[src/rtl/mux4_32b.sv]
// ----------------------------------------------------------------------------
// mux4_32b
//   Registered 4-to-1 word selector for the datapath. One of four operands is
//   chosen by a 2-bit control code. The chosen word appears on a registered
//   output one clock later, so the next stage sees a clean, glitch-free value.
//
// Parameters
//   WIDTH      data width of each operand and of the output (any WIDTH >= 1)
//
// Ports
//   clk        rising-edge clock, sole clock of the block
//   rst        synchronous active-high reset (clears out, out_valid, sel_q)
//   input0..3  operands, selected by control = 00 / 01 / 10 / 11
//   control    select code
//   in_valid   qualifies operands and control this cycle
//   out        registered selected word (holds while in_valid is low)
//   out_valid  registered in_valid; out is meaningful when high
//   sel_q      control code that produced the current out
// ----------------------------------------------------------------------------
module mux4_32b #(
    parameter int WIDTH = 32
) (
    input  logic             clk,
    input  logic             rst,
    input  logic [WIDTH-1:0] input0,
    input  logic [WIDTH-1:0] input1,
    input  logic [WIDTH-1:0] input2,
    input  logic [WIDTH-1:0] input3,
    input  logic [1:0]       control,
    input  logic             in_valid,
    output logic [WIDTH-1:0] out,
    output logic             out_valid,
    output logic [1:0]       sel_q
);

    // Combinational selection, built one bit lane at a time as a two-level
    // tree: control[0] picks within each pair, control[1] picks the pair.
    logic [WIDTH-1:0] sel_word;

    genvar gi;
    generate
        for (gi = 0; gi < WIDTH; gi = gi + 1) begin : g_lane
            logic lo_bit;
            logic hi_bit;
            assign lo_bit        = control[0] ? input1[gi] : input0[gi];
            assign hi_bit        = control[0] ? input3[gi] : input2[gi];
            assign sel_word[gi]  = control[1] ? hi_bit : lo_bit;
        end
    endgenerate

    // Registered state and its next-state values.
    logic [WIDTH-1:0] out_q;
    logic [WIDTH-1:0] out_d;
    logic             out_valid_q;
    logic             out_valid_d;
    logic [1:0]       sel_reg_q;
    logic [1:0]       sel_reg_d;

    // Word and code only update on a qualified cycle; idle cycles hold them
    // so downstream logic sees a stable value, while out_valid simply
    // follows in_valid.
    always_comb begin
        out_d       = out_q;
        sel_reg_d   = sel_reg_q;
        out_valid_d = in_valid;
        if (in_valid) begin
            out_d     = sel_word;
            sel_reg_d = control;
        end
    end

    // Reset takes priority over any pending selection.
    always_ff @(posedge clk) begin
        if (rst) begin
            out_q       <= '0;
            out_valid_q <= 1'b0;
            sel_reg_q   <= 2'b00;
        end else begin
            out_q       <= out_d;
            out_valid_q <= out_valid_d;
            sel_reg_q   <= sel_reg_d;
        end
    end

    assign out       = out_q;
    assign out_valid = out_valid_q;
    assign sel_q     = sel_reg_q;

endmodule

[config.mk]
export PLATFORM = sky130hd
export DESIGN_NAME = mux4_32b
export DESIGN_NICKNAME = d
export VERILOG_FILES = /design/src/rtl/mux4_32b.sv
export SDC_FILE = /design/constraint.sdc
export NUM_CORES = 1
export LEC_CHECK = 0
export ABC_AREA = 1
export CAP_MARGIN = 10
export CORE_ASPECT_RATIO = 0.5
export CORE_MARGIN = 2
export CORE_UTILIZATION = 35
export DETAILED_ROUTE_END_ITERATION = 12
export PLACE_DENSITY_LB_ADDON = 0.1
export SKIP_LAST_GASP = 1
export SYNTH_ARGS = -nofsm -noshare
export SYNTH_HDL_FRONTEND = slang
export SYNTH_SLANG_ARGS = --single-unit
[constraint.sdc]
create_clock -name clk -period 1.03 [get_ports clk]
set_input_delay 0.206 -clock clk [delete_from_list [all_inputs] [get_ports clk]]
set_output_delay 0.206 -clock clk [all_outputs]
set_load 0.01 [all_outputs]
## Yosys cells after proc, flatten, opt, wreduce, memory -nomap -nowiden

Index checks and enable logic that the tools add are counted.

- Register bits: 35
- Input port bits: 133
- Output and inout port bits: 35
- Word-level logic and storage cells: 99

- Mux-type cells: 96

Operator list:

| cell | number |
|---|---|
| $mux W1 | 96 |

## Depth between registers and ports, before layout

- Depth after elaboration: 2
- Mapped depth: 7
- Gate-level depth less buffers: 5

## Worst setup path after synthesis

No wires, ideal clock.

- Path kind: input -> register
- Start: in in_valid
- End: reg out_q[12] (netlist: out[12])
- Library setup time: 0.123 ns
- Arrival: 0.787 ns
- Required time: 0.907 ns
- Path slack: 0.120 ns
- Stages on the path: 4
- Buffers on the path: 3
- Path through: buf_2 > buf_4 > buf_2 > a21oi_2

RTL lines:

| item | line | RTL |
|---|---|---|
| start, declared | 30 | `input logic in_valid,` |
| end signal, assigned | 79 | `out_q <= out_d;` |
| end, declared | 52 | `logic [WIDTH-1:0] out_q;` |

No word-level cell between the ends.

==> summary.md <==
| Metric | Value |
|---|---|
| Status | complete, no violations |
| R2R depth | 2 |
| Worst skew pair latency | 270 ps |
| Wirelength per Cell | 13.1 um |
| Hold endpoint | out[5] |
| Die width | 120 um |
| Hold Path Class | input pin to flip-flop |
| WL met1 | 3480 um |
| Initial antenna violation count | 0 |
| GP Congestion | roughly 0.77 |
| Max-cap violation count | 0 |
| Max Clk Rate | between 1 and 1.5 GHz |
| N_diodes | 0 |
| Met3 routed WL | 709 um |
| Data required time of the critical path | 1240 ps |
| Number of global-route vias before repair | 2558 |
| H-tree levels | 2 |
| Max incr delay on CP | 430 ps |
| Tmin final | between 900 and 1000 ps |
| Worst slew pin tran | 266 ps |
| Flops & latches, synth | 35 |
| Share of layout cells above drive strength 1 | 18.5% |
| Syn_area_per_cell | 6.42 sq um |
| Initial drt markers | 151 |
| DP HPWL | 5870 um |
| Critical Path Source | rst |
| CTS Buffer Depth | 2 |
| Total power | 0.00432 W |
| Most frequent cells in the layout | nand2_1 (160), clkdlybuf4s50_1 (129), nand3_1 (64) |
| Hold path depth | 3 |
| Core Region | 6260 sq um |
| CTS buffer count | 5 |
| Startpoint types | input pin |
| P&R area growth vs syn | 74.2% |
| CP arrival | around 1200 ps |
| Critical path capture point type | flip-flop |
| GRT Total Usage | around a fifth |
| Detailed Route WL | 8000 um |
| FF-to-FF setup slack | 310 ps |
| Area of the mapped netlist | 2340 sq um |
| Endpoints failing setup | 0 |
| Final net count | 656 |
| WL met2 | approximately 3700 um |
| Slew headroom | between 80 and 90% |
| Port Buf Inserts | 167 |
| Detailed-route via count | 2872 |
| Most common cell after layout, fill and taps aside | nand2_1 |
| Fill cells | a little under 600 |
| Max Slew Vio Count | 0 |
| Worst VDD drop | 647 uV |
| Clock root cell | clkbuf_16 |
| TritonCTS clock tree | built |
| PwrDens | 1060 nW/um^2 |
| CP Max Fanout | 14 |
| Synth cell types | 13 |
| Die Y | 61.8 um |
| Mapped Cells | 364 |
| Initial Util | 37.4% |
| CP max stage cell | clkdlybuf4s50_1 |
| RR Startpoint | out[18] |
| Max Used Layer | met4 |
| Worst hold start | in_valid |
| Grt ovf | 0 |
| DRT Pass-1 Iters | 6 |
| FF-to-FF End | out[18] |
| Top Ports | 168 |
| Clock sink count | 35 |
| DRC Markers | 0 |
| Hold buffer count at CTS | 0 |
| Post-Syn Nets | 497 |
| Pin count of the biggest net entering global routing | 40 |
| First-pass GRT wire length | 11900 um |
| Final hold vios | 0 |
| Hold slack | between 300 and 400 ps |
| Register area share after synthesis | 30.0% |
| Site Rows | 20 |
| Clock Skew | 0 ps |
| Kind of critical path | input pin to flip-flop |
| Setup_tns | 0 ps |
| Yosys warnings | 0 |
| LEAKAGE | around 1.8 nW |
| Fin crit share | 94.4% |
| Clk slew on worst S/H paths | 50 ps |
| Die Area | 7390 sq um |
| DR vias/cell | 4.69 |
| Final ANT Viol Nets | 0 |
| CP Cell Sequence | clkdlybuf4s50_1 > inv_2 > buf_12 > o21ai_0 > a21oi_2 |
-- logic make-up after synthesis --
group | share of synthesized area (%)
AO/OA/AOI/OAI | 19.7
AND/OR/NAND/NOR | 39.5
flip-flops | 30.0
buffers and inverters | 10.8
-- per-stage QoR --
step / setup slack [ps] / cells / utilization, % / instance area, sq um
2_1_floorplan: 120 / 364 / - / 2340
3_3_place_gp: -296 / 603 / 65.2 / 4080
3_5_place_dp: -314 / 603 / 65.2 / 4080
4_1_cts: -17.2 / 611 / 65.7 / 4110
5_1_grt: -4.66 / 612 / 65.1 / 4070
6_report: 58.0 / 612 / 65.1 / 4070
-- how the worst max path moves through the flow --
stage	to	slack, ps	cells after the start
floorplan	out[12]	120	4
global placement	out[20]	-300	5
detailed placement	out[15]	-310	5
CTS	out[12]	-20	1
global route	out[18]	-5	5
finish	out[18]	60	5
-- metal layers --
layer,vias up,global-route usage [%]
met5,-,0
met4,0,5.38
met3,6,6.75
met2,107,36.7
met1,1250,23.9
li1,1509,-
-- registers in the layout, indices dropped and copies added, names as in the netlist --
signal	flops
out_valid	1
out	32
sel_q	2
-- area by class of cell --
type / count / area [sq um] / share of cell area (%)
Timing Repair Buffer: 184 / 1720 / 42.3
Multi-Input combinational cell: 293 / 1390 / 34.0
Sequential cell: 35 / 703 / 17.3
Clock buffer: 7 / 133 / 3.26
Tap cell: 88 / 110 / 2.70
Inverter: 4 / 15.0 / 0.369
Clock inverter: 1 / 5.00 / 0.123
-- synthesized netlist by cell type --
cell type	instances	area share, %
a21oi_1	2	0.43
a21oi_2	32	12
buf_2	13	2.8
buf_4	1	0.32
buf_6	13	6.3
clkbuf_1	5	0.80
dfxtp_1	35	30
inv_1	2	0.32
inv_2	2	0.32
nand2_1	160	26
nand3_1	64	14
nor2_1	1	0.16
o21ai_0	34	7.3
-- power breakdown --
group	switching (W)	internal, W	total (W)
Clock	0.000553	0.000894	0.00145
Combinational	0.000587	0.000777	0.00136
Sequential	0.0000417	0.00146	0.00150
-- what timing repair did --
action	CTS	global route
resized for setup	132	12
hold endpoints to repair	0	0
buffers inserted	0	0
gates cloned	0	1
endpoints found under the setup margin	53	11
-- worst max-delay path: cells and delay by family --
kind,cells,cell delay (ps)
compound gates,2,250
buf+inv,3,710
Note: power is estimated with default switching activity, not from simulation.
